==> src/rtl/cmp_sort_ctrl.sv <==
// cmp_sort_ctrl: loads up to N unsigned 4-bit samples, bubble-sorts them in place
// with a single shared magnitude comparator (one compare per cycle), then streams
// the sorted entries out over a valid/ready handshake.
//
// Ports
//   clk        rising-edge clock for all state
//   rst_n      synchronous active-low reset (control state only)
//   in_valid   load request; accepted when in_ready is high
//   in_data    4-bit sample to load
//   in_ready   high in IDLE while fewer than N entries are held
//   start      begin sorting the loaded entries (honoured in IDLE only)
//   busy       high while sorting or draining
//   out_valid  sorted entry available on out_data
//   out_data   current sorted entry (held while out_ready is low)
//   out_ready  consumer accepts out_data
//   done       one-cycle pulse after the last entry is accepted
//   swap_cnt   swaps performed by the most recent sort, saturating at 255

module comparator #(
  parameter int DATA_W = 4
) (
  input  logic [DATA_W-1:0] a,
  input  logic [DATA_W-1:0] b,
  output logic              a_gt_b,
  output logic              a_eq_b,
  output logic              a_lt_b
);
  assign a_gt_b = (a > b);
  assign a_eq_b = (a == b);
  assign a_lt_b = (a < b);
endmodule

module cmp_sort_ctrl #(
  parameter int N       = 8,
  parameter bit DESCEND = 1'b0
) (
  input  logic       clk,
  input  logic       rst_n,
  input  logic       in_valid,
  input  logic [3:0] in_data,
  output logic       in_ready,
  input  logic       start,
  output logic       busy,
  output logic       out_valid,
  output logic [3:0] out_data,
  input  logic       out_ready,
  output logic       done,
  output logic [7:0] swap_cnt
);
  localparam int DATA_W = 4;
  // At least two storage slots so mem[idx+1] is always a legal index, even for N=1.
  localparam int DEPTH  = (N < 2) ? 2 : N;
  localparam int IW     = $clog2(DEPTH);
  localparam int CW     = $clog2(N + 1);
  localparam logic [CW-1:0] N_C = CW'(N);

  typedef enum logic [1:0] {
    S_IDLE,
    S_SORT,
    S_DRAIN
  } state_t;

  state_t state, state_nxt;

  logic [DATA_W-1:0] mem [DEPTH];
  logic [CW-1:0]     count;
  logic [IW-1:0]     idx;
  logic [IW-1:0]     lim;
  logic [IW-1:0]     rd;
  logic              pass_swap;

  logic [IW-1:0]     idx_p1;
  logic [DATA_W-1:0] cmp_a, cmp_b;
  logic              a_gt_b, a_eq_b, a_lt_b;

  logic              load_en;
  logic              start_acc;
  logic              cmp_en;
  logic              swap_en;
  logic              pass_end;
  logic              sort_end;
  logic              rd_acc;
  logic              last_acc;
  logic [CW-1:0]     count_eff;

  function automatic logic [7:0] sat_inc8(input logic [7:0] v);
    return (v == 8'hFF) ? v : v + 8'd1;
  endfunction

  assign idx_p1 = idx + IW'(1);
  assign cmp_a  = mem[idx];
  assign cmp_b  = mem[idx_p1];

  comparator #(.DATA_W(DATA_W)) u_cmp (
    .a      (cmp_a),
    .b      (cmp_b),
    .a_gt_b (a_gt_b),
    .a_eq_b (a_eq_b),
    .a_lt_b (a_lt_b)
  );

  // Next-state and per-cycle control decisions
  always_comb begin
    state_nxt = state;
    load_en   = 1'b0;
    start_acc = 1'b0;
    cmp_en    = 1'b0;
    swap_en   = 1'b0;
    pass_end  = 1'b0;
    sort_end  = 1'b0;
    rd_acc    = 1'b0;
    last_acc  = 1'b0;
    count_eff = count;
    case (state)
      S_IDLE: begin
        load_en   = in_valid && (count < N_C);
        // A load in the same cycle as start is part of the sort.
        count_eff = count + CW'(load_en);
        if (start && (count_eff != '0)) begin
          start_acc = 1'b1;
          state_nxt = S_SORT;
        end
      end
      S_SORT: begin
        // lim==0 means a single entry: one idle SORT cycle, no compare.
        cmp_en  = (lim != '0);
        // Equal entries never swap, which keeps the sort stable.
        swap_en = cmp_en && !a_eq_b && (DESCEND ? a_lt_b : a_gt_b);
        if (!cmp_en) begin
          sort_end = 1'b1;
        end else if (!(idx_p1 < lim)) begin
          pass_end = 1'b1;
          // The pass's own last compare counts toward "this pass swapped".
          if (!(pass_swap || swap_en) || (lim == IW'(1))) begin
            sort_end = 1'b1;
          end
        end
        if (sort_end) begin
          state_nxt = S_DRAIN;
        end
      end
      S_DRAIN: begin
        rd_acc   = out_ready;
        last_acc = out_ready && ((CW'(rd) + CW'(1)) == count);
        if (last_acc) begin
          state_nxt = S_IDLE;
        end
      end
      default: begin
        state_nxt = S_IDLE;
      end
    endcase
  end

  always_ff @(posedge clk) begin
    if (!rst_n) begin
      state <= S_IDLE;
    end else begin
      state <= state_nxt;
    end
  end

  // Control registers: fill count, compare index, pass limit, read pointer, statistics
  always_ff @(posedge clk) begin
    if (!rst_n) begin
      count     <= '0;
      idx       <= '0;
      lim       <= '0;
      rd        <= '0;
      pass_swap <= 1'b0;
      swap_cnt  <= 8'd0;
      done      <= 1'b0;
    end else begin
      done <= last_acc;
      if (load_en) begin
        count <= count + CW'(1);
      end
      if (start_acc) begin
        idx       <= '0;
        lim       <= IW'(count_eff - CW'(1));
        pass_swap <= 1'b0;
        swap_cnt  <= 8'd0;
      end
      if (swap_en) begin
        swap_cnt  <= sat_inc8(swap_cnt);
        pass_swap <= 1'b1;
      end
      if (cmp_en) begin
        if (pass_end) begin
          // Next pass starts immediately; the largest (or smallest) entry is now final.
          lim       <= lim - IW'(1);
          idx       <= '0;
          pass_swap <= 1'b0;
        end else begin
          idx <= idx_p1;
        end
      end
      if (rd_acc) begin
        rd <= last_acc ? '0 : rd + IW'(1);
      end
      if (last_acc) begin
        count <= '0;
      end
    end
  end

  // Sample storage: written by loads in IDLE and by swaps in SORT, never reset
  always_ff @(posedge clk) begin
    if (load_en) begin
      mem[count[IW-1:0]] <= in_data;
    end
    if (swap_en) begin
      mem[idx]    <= cmp_b;
      mem[idx_p1] <= cmp_a;
    end
  end

  assign in_ready  = (state == S_IDLE) && (count < N_C);
  assign busy      = (state != S_IDLE);
  assign out_valid = (state == S_DRAIN);
  assign out_data  = out_valid ? mem[rd] : '0;

endmodule

==> config.mk <==
export PLATFORM = sky130hd
export DESIGN_NAME = cmp_sort_ctrl
export DESIGN_NICKNAME = d
export VERILOG_FILES = /design/src/rtl/cmp_sort_ctrl.sv
export SDC_FILE = /design/constraint.sdc
export NUM_CORES = 1
export LEC_CHECK = 0
export BUFFER_PORTS_ARGS = -buffer_cell sky130_fd_sc_hd__buf_2
export CORE_UTILIZATION = 56
export CTS_CLUSTER_SIZE = 30
export DETAILED_ROUTE_END_ITERATION = 8
export PLACE_DENSITY = 0.73
export SLEW_MARGIN = 20
export SYNTH_ARGS = -nofsm -noshare
export SYNTH_HDL_FRONTEND = slang
export SYNTH_HIERARCHICAL = 1
export SYNTH_SLANG_ARGS = --single-unit
==> constraint.sdc <==
create_clock -name clk -period 3.7 [get_ports clk]
set_clock_uncertainty 0.15 [all_clocks]
set_input_delay 0.555 -clock clk [delete_from_list [all_inputs] [get_ports clk]]
set_output_delay 0.555 -clock clk [all_outputs]
set_load 0.01 [all_outputs]
# --- After elaboration in Yosys (flattened, before gate mapping) ---
# Memory sizes are Yosys's and may differ from the RTL's. A register that Yosys moved wholly into a read port is not among the register bits.
# Index checks and enable logic that the tools add are counted.
# W data, S select, Z words.
op_classes:
  add_sub_neg: 8
  n_lt_le_gt_ge: 3
  n_eq_ne: 10
  mux: 45
  bitwise_logic: 1
  reduce_logical: 20
op_table:
  columns: ["operator", "count"]
  rows:
  - ["$mux W3", 13]
  - ["$mux W8", 3]
  - ["$mux W1", 23]
  - ["$add A8 B1 Y8 const B", 1]
  - ["$eq A4 B4 Y1", 2]
  - ["$eq A8 B8 Y1 const B", 1]
  - ["$mux W4", 2]
  - ["$add A3 B1 Y3 const B", 2]
  - ["$logic_and A1 B1 Y1", 6]
  - ["$mux W2", 3]
  - ["$ne A2 B2 Y1 const B", 3]
  - ["$pmux W2 S3", 1]
  - ["$reduce_bool A2 Y1", 3]
  - ["$sub A3 B1 Y3 const B", 2]
  - ["$add A3 B1 Y4 const B", 1]
  - ["$add A4 B1 Y4", 1]
  - ["$add A4 B1 Y4 const B", 1]
  - ["$gt A4 B4 Y1", 1]
  - ["$lt A4 B4 Y1 const B", 1]
  - ["$reduce_bool A4 Y1", 1]
  - ["$reduce_or A4 Y1", 1]
  - ["$eq A3 B1 Y1 const B", 1]
  - ["$lt A3 B3 Y1", 1]
  - ["$reduce_and A3 Y1", 1]
  - ["other kinds (10)", 12]
totals:
  ff_bits: 25
  mem_bits_rw: 32
  out_inout_bits: 16
  word_cells: 96
  mem_count: 1
memory_table:
  columns: ["memory", "depth", "word_bits", "read_ports", "rd_clocked_by_memory_dff", "wr", "line_no", "rtl"]
  rows:
  - ["mem", 8, 4, 3, 2, 2, "65", "logic [DATA_W-1:0] mem [DEPTH];"]

# --- Depth between registers and ports, before layout ---
# Gate-level depths: netlist of the first run.
# An unclocked memory read counts as a cell.
logic_depth:
  ltp_word: 15
  ltp_mapped: 15
  depth_no_buf: 13

# --- Hierarchy ---
# Netlist of the first run, hierarchy kept.
modules_own_cells:
  columns: ["module", "instances", "cells_each", "area_each_um2"]
  rows:
  - ["cmp_sort_ctrl", 1, 372, 4129.0]
  - ["comparator", 1, 16, 128.9]

# --- Worst setup path before layout of the first run ---
# No wires, ideal clock.
synth_path:
  path_type: "register to register"
  startpoint: "register idx[0]"
  endpoint: "memory mem[3][0] (enable)"
  t_arrival_ns: 3.469
  required_time_ns: 3.213
  setup_slack_ns: -0.256
  path_stages_with_launch: 16
  path_buffers: 3
  cell_sequence: "dfxtp_1 ha_1 buf_2 mux4_2 mux2_2 inv_1 ha_1 nand2_1 nor2_1 a21oi_2 nand2b_1 nor4_1 buf_2 and2_1 clkbuf_1 o21bai_1"
synth_lines:
  columns: ["element", "line_no", "rtl"]
  rows:
  - ["start: declaration", "67", "logic [IW-1:0] idx;"]
  - ["start signal: assignment", "195", "idx <= idx_p1;"]
  - ["end: declaration", "65", null]

==> results.toml, run 1 <==
[outcome]
run_status = "complete, no violations"

[sta]
worst_slew_pin_slew_ps = 786
setup_tns_ps = 0
post-route-period-util = 0.973
setup_viol_count_final = 0
worst_slack_ps = 101
number_of_hold_violations_in_the_final_report = 0
timing.max_slew.rel_slack = 0.474
worst_hold_slack_ps = 356
slew_violations = 0
timing.final.crit_period_ps = 3600
fmax_mhz = 278

[critical_path]
worst-r2r-cell-count = 14
required_time_worst_endpoint_ps = 3630
worstPathMaxFanout = 7
path_class = "reg2reg"
rr_endpoint = "mem[1][2]"
r2r_setup_slack_ps = 100
crit_chain = "ha_4 > mux4_2 > mux2_4 > ha_1 > nand2_1 > nor2_2 > a21oi_4 > nand2b_4 > nor4_4 > buf_6 > buf_4 > nand2_1 > buf_6 > mux2i_1"
end_kind = "flip-flop"
worst_stage_delay_on_the_critical_path_ps = 510
arrival_ps = 3530
critical_path.startpoint_type = "flip-flop"
critPathSlowestCell = "sky130_fd_sc_hd__mux4_2"
worstReg2RegStart = "idx[0]"

[synthesis]
syn-num-nets = 412
syn-cell-area_um2 = 4250
synth_instances = 387
yosys_warnings = 6
synthesis.area_per_instance_um2 = 11.0

[route]
detail_route.first_pass.iterations = 5
vias_per_cell = 6.41
vias = 3406
antenna_violating_nets_post_route = 0
routed_wirelength_mm = 10.6
detail_route.wl_per_cell_um = 19.9
route.detailed.drc = 0
detail_route.iter0.violations = 309

[power_and_ir_drop]
internal_power_w = 0.00157
power_per_cell_area_nw_per_um2 = 473
vdd.ir_drop.worst_v = 0.000278
power.static_leakage_nw = 1.91
power.share.combinational = 0.338
power_frac_seq = 0.359
share_of_power_burned_in_the_clock_network = 0.303
power.net_switching_w = 0.000808
netSwitchingFraction = 0.339

[final_layout]
syn2layout_area_growth_pct = 18.3
final_design_area_no_fill_um2 = 5030
final_layout_size_suffix_gt1_frac = 0.324
antenna_cells = 0
final_net_count = 452
finish.utilization = 0.690

[cts]
clkLatencyLatePin_ps = 350
cts.sinks = 63
cts_buffers = 9
cts-root-buf = "sky130_fd_sc_hd__clkbuf_8"
cts.path.max_buffers = 2
htree_levels = 3
clkTransAtPathRegs_ps = 70
tritoncts = "done"
cts_hold_buffers = 0

[worst_hold_path]
timing.hold.worst_endpoint = "swap_cnt[5]"
hold_path_startpoint = "swap_cnt[5]"
type_of_the_tightest_min_delay_check = "reg2reg"
hold_depth = 2

[global_routing]
maximum_number_of_pins_on_one_net_before_global_route_repair = 17
grt_pass1_vias = 3036
wire_length_of_the_first_global_routing_pass_mm = 16.0
grt_antenna_before_repair = 0
global_route_total_overflow = 0
overall_global_routing_usage = 0.277

[placement]
io_buffers = 24
dp_worst_setup_slack_ps = -145
hpwl_mm = 7.66
globalplace.congestion = 0.873
postPlaceCellArea_um2 = 4590

[floorplan]
design.portCount = 25
chip_width_um = 89.1
placement_rows = 31
initial_core_util = 0.583
floorplan.die_area_um2 = 7940
core_area_um2 = 7290
die_h_um = 89.1

[flow_run]
cap_viol_max_count = 0
-- through the flow --
step	power [W]	cells
after CTS	0.00229	525
after global routing	0.00249	531
after floorplan	0.00138	387
after detailed placement	0.00157	507
final	0.00238	531
after global placement	0.00156	507
-- flip-flops by register name (all words and copies together), names as in the netlist, 2 cells and up, named ones only --
signal / cells
lim: 3
swap_cnt: 8
state: 2
count: 4
mem: 32
idx: 3
rd: 3
-- critical path: cells and delay by family, from the launching register on --
kind / cells / cell delay (ps)
AND/OR/NAND/NOR: 5 / 720
multiplexers: 3 / 920
buffers and inverters: 3 / 440
AO/OA/AOI/OAI: 1 / 150
flip-flops: 1 / 340
adder cells (fa/ha/maj): 2 / 610
-- placed cells by master, fill, tap and decap left out, drive strengths merged, types with 9 or more instances in the layout --
cell	n
ha	16
and2	11
edfxtp	32
buf	54
dfxtp	31
mux2i	41
a21oi	17
mux4	23
nor2b	9
clkbuf	9
nand3	20
inv	17
o21ai	18
nor2	16
nand2	16
-- worst max path at each step --
stage | cells after the start | slack, ps | endpoint | from
6_report | 14 | 100 | mem[1][2] | idx[0]
5_1_grt | 16 | -20 | mem[1][2] | flip-flop
4_1_cts | 15 | -0.5 | mem[1][2] | idx[0]
3_5_place_dp | 13 | -140 | mem[4][2] | idx[0]
3_3_place_gp | 14 | -160 | mem[4][0] | flip-flop
2_1_floorplan | 15 | 5 | mem[3][0] | idx[0]
-- power groups by stage --
stage / Clock (W) / Combinational (W) / Sequential, W
floorplan: 0 / 0.000542 / 0.000834
global placement: 0 / 0.000689 / 0.000868
detailed placement: 0 / 0.000701 / 0.000869
CTS: 0.000720 / 0.000720 / 0.000853
global route: 0.000754 / 0.000875 / 0.000863
finish: 0.000721 / 0.000804 / 0.000856
-- layout make-up --
cell class / instances / area (µm²)
clock inverters: 7 / 111
repair buffers: 54 / 379
multi-input cells: 282 / 2640
fillers: 554 / 2260
inverters: 17 / 63.8
clock buffers: 9 / 124
well taps: 99 / 124
flip-flops and latches: 63 / 1590
-- routing by layer --
layer | share of wire | global-route usage
met1 | 0.45 | 0.406
met5 | 0 | 0
met2 | 0.46 | 0.408
met3 | 0.076 | 0.0646
met4 | 0.021 | 0.0895
-- what timing repair did --
| item | in CTS | in global routing |
|---|---|---|
| setup buffers | 2 | 5 |
| pin swaps | 5 | 5 |
| endpoints found under the setup margin | 28 | 69 |
| gates resized for setup | 8 | 23 |
| cloned | 0 | 1 |
Note: power is estimated with default switching activity, not from simulation.
==> inputs of run 2 (changes only) <==
- ABC_AREA: not set -> 1
==> run 2 against run 1 <==
Compared with the run above: design area is 4.4% lower; global-route usage is 1.5 points higher; routed wire length is 6.7% higher; non-clock buffer count is 13 lower; via count is 26% higher; critical path depth is 5 higher; synthesized area is 2.7% higher; largest cell class unchanged; largest power group unchanged; highest routed layer unchanged; hold slack worse by 4.7 ps; sequential power is 2% lower; critical endpoint is now mem[5][0].
==> results.toml, run 2 <==
[route]
detail_route.wl_per_cell_um = 14.6
route.detailed.drc = 0
antenna_violating_nets_post_route = 0
detail_route.first_pass.iterations = 5
detail_route.iter0.violations = 408
routed_wirelength_mm = 11.3
vias_per_cell = 5.56
vias = 4290

[final_layout]
most_common_cell_after_layout_fill_and_taps_aside = "sky130_fd_sc_hd__nand2_1"
sequential_cell_area_um2 = 1580
largest_register = "mem"
antenna_cells = 0
top_regs = "mem: 32 flops, swap_cnt: 8 flops, count: 4 flops"
final_layout_size_suffix_gt1_frac = 0.141
multiInputGateArea_um2 = 2360
number_of_flip_flops_in_the_largest_register = 32
syn2layout_area_growth_pct = 10.2
fill_cells = 679
final_net_count = 692
final_cells = 771
layout_common_cells = "sky130_fd_sc_hd__nand2_1, sky130_fd_sc_hd__o21ai_0, sky130_fd_sc_hd__inv_1"

[critical_path]
worst-r2r-cell-count = 19
critical_path.startpoint_type = "flip-flop"
crit_chain = "ha_2 > inv_4 > nand2_4 > nor2_1 > nor2_1 > nand2_1 > inv_1 > ha_1 > nand2_1 > inv_1 > nand2_1 > a21oi_1 > inv_1 > nor2_2 > nand2_2 > o21ai_1 > nand2_1 > o21ai_0 > buf_4"
arrival_ps = 3380
r2r_setup_slack_ps = 250
end_kind = "flip-flop"
worst_stage_delay_on_the_critical_path_ps = 380
cpMostUsedCell = "sky130_fd_sc_hd__nand2_1"
rr_endpoint = "mem[5][0]"
critPathSlowestCell = "sky130_fd_sc_hd__dfxtp_1"
worstPathMaxFanout = 8
critPathTopFamily = "simple AND/OR/NAND/NOR gates"
required_time_worst_endpoint_ps = 3630
crit_buf_inv = 5
worstReg2RegStart = "idx[1]"
path_class = "reg2reg"

[synthesis]
synthesis.area_per_instance_um2 = 6.83
yosys_warnings = 6
syn-cell-area_um2 = 4370
synth_instances = 639
syn-num-nets = 664

[cts]
cts_setup_buffers = 0
tritoncts = "done"
htree_levels = 3
cts.sinks = 63
clkTransAtPathRegs_ps = 80
clkLatencyLatePin_ps = 350
cts-root-buf = "sky130_fd_sc_hd__clkbuf_8"
cts_buffers = 9
cts.path.max_buffers = 2

[worst_hold_path]
hold_path_startpoint = "swap_cnt[0]"
timing.hold.worst_endpoint = "swap_cnt[0]"
hold_depth = 1
type_of_the_tightest_min_delay_check = "reg2reg"

[sta]
number_of_hold_violations_in_the_final_report = 0
timing.final.crit_period_ps = 3450
slew_violations = 0
timing.max_slew.rel_slack = 0.559
setup_viol_count_final = 0
grt_setup_unrepaired = "no"
post-route-period-util = 0.932
fmax_mhz = 290
worst_slew_pin_slew_ps = 660
setup_tns_ps = 0

[placement]
hpwl_mm = 8.53
globalplace.congestion = 0.897
place.detailed.instances = 755
io_buffers = 24

[global_routing]
maximum_number_of_pins_on_one_net_before_global_route_repair = 37
overall_global_routing_usage = 0.292
global_route_total_overflow = 0
wire_length_of_the_first_global_routing_pass_mm = 18.8
grt_antenna_before_repair = 0
grt_pass1_vias = 3910

[power_and_ir_drop]
power_frac_seq = 0.408
vdd.ir_drop.worst_v = 0.000244
power.net_switching_w = 0.000732
power.share.combinational = 0.305
power.static_leakage_nw = 2.15
share_of_power_burned_in_the_clock_network = 0.287
power_per_cell_area_nw_per_um2 = 426
netSwitchingFraction = 0.357
internal_power_w = 0.00132

[floorplan]
die_h_um = 90.3
placement_rows = 31
initial_core_util = 0.589
core_area_um2 = 7410
floorplan.die_area_um2 = 8150
chip_width_um = 90.3
design.portCount = 25

[flow_run]
cap_viol_max_count = 0

[outcome]
run_status = "complete, no violations"
run 2: worst max-delay path by stage:
stage	start	end	slack [ps]	depth (start not counted)
global route	idx[1]	mem[7][2]	3	20
finish	idx[1]	mem[5][0]	250	19
global placement	idx[1]	mem[5][3]	200	19
detailed placement	idx[1]	mem[5][2]	160	19
CTS	idx[1]	mem[5][0]	140	19
floorplan	idx[1]	mem[1][0]	420	20
run 2: timing repair:
| item | 4_1_cts | 5_1_grt |
|---|---|---|
| endpoints found under the setup margin | 0 | 49 |
| gates resized for setup | 0 | 13 |
| hold buffers | 0 | 0 |
run 2: stage by stage:
stage / setup WS, ps / cell area [µm²] / hold WS, ps / power [W] / util
global placement: 196 / 4580 / 327 / 0.00145 / 0.618
detailed placement: 159 / 4580 / 342 / 0.00146 / 0.618
CTS: 139 / 4770 / 358 / 0.00205 / 0.644
finish: 250 / 4810 / 351 / 0.00205 / 0.649
floorplan: 418 / 4370 / 326 / 0.00130 / -
global route: 2.97 / 4810 / 379 / 0.00217 / 0.649
run 2: area by class of cell:
| class | instances | share of cell area |
|---|---|---|
| clock buffer | 9 | 0.0258 |
| clock inverter | 7 | 0.0153 |
| inverter | 78 | 0.0614 |
| multi-input combinational | 474 | 0.491 |
| sequential | 63 | 0.329 |
| tap | 99 | 0.0258 |
| timing repair buffer | 41 | 0.0523 |
run 2: power groups by stage:
stage	clock, W	combinational [W]	sequential [W]
after CTS	0.000594	0.000617	0.000835
final	0.000588	0.000625	0.000836
after global placement	0	0.000599	0.000849
after detailed placement	0	0.000611	0.000850
after global routing	0.000616	0.000711	0.000842
after floorplan	0	0.000471	0.000831
run 2: worst reg2reg max path, cell delays in order, from the launching register on:
cell	delay (ps)
sky130_fd_sc_hd__dfxtp_1	380
sky130_fd_sc_hd__ha_2	350
sky130_fd_sc_hd__inv_4	130
sky130_fd_sc_hd__nand2_4	90
sky130_fd_sc_hd__nor2_1	170
sky130_fd_sc_hd__nor2_1	100
sky130_fd_sc_hd__nand2_1	60
sky130_fd_sc_hd__inv_1	40
sky130_fd_sc_hd__ha_1	260
sky130_fd_sc_hd__nand2_1	60
sky130_fd_sc_hd__inv_1	50
sky130_fd_sc_hd__nand2_1	50
sky130_fd_sc_hd__a21oi_1	130
sky130_fd_sc_hd__inv_1	60
sky130_fd_sc_hd__nor2_2	120
sky130_fd_sc_hd__nand2_2	110
sky130_fd_sc_hd__o21ai_1	360
sky130_fd_sc_hd__nand2_1	120
sky130_fd_sc_hd__o21ai_0	220
sky130_fd_sc_hd__buf_4	180
run 2: metal layers:
metal / wire, µm / global-route usage / up-vias
met1: 5120 / 0.415 / 1932
met4: 179 / 0.0995 / 0
met3: 1010 / 0.0547 / 18
met5: 0 / 0 / -
li1: - / - / 2154
met2: 4960 / 0.446 / 186
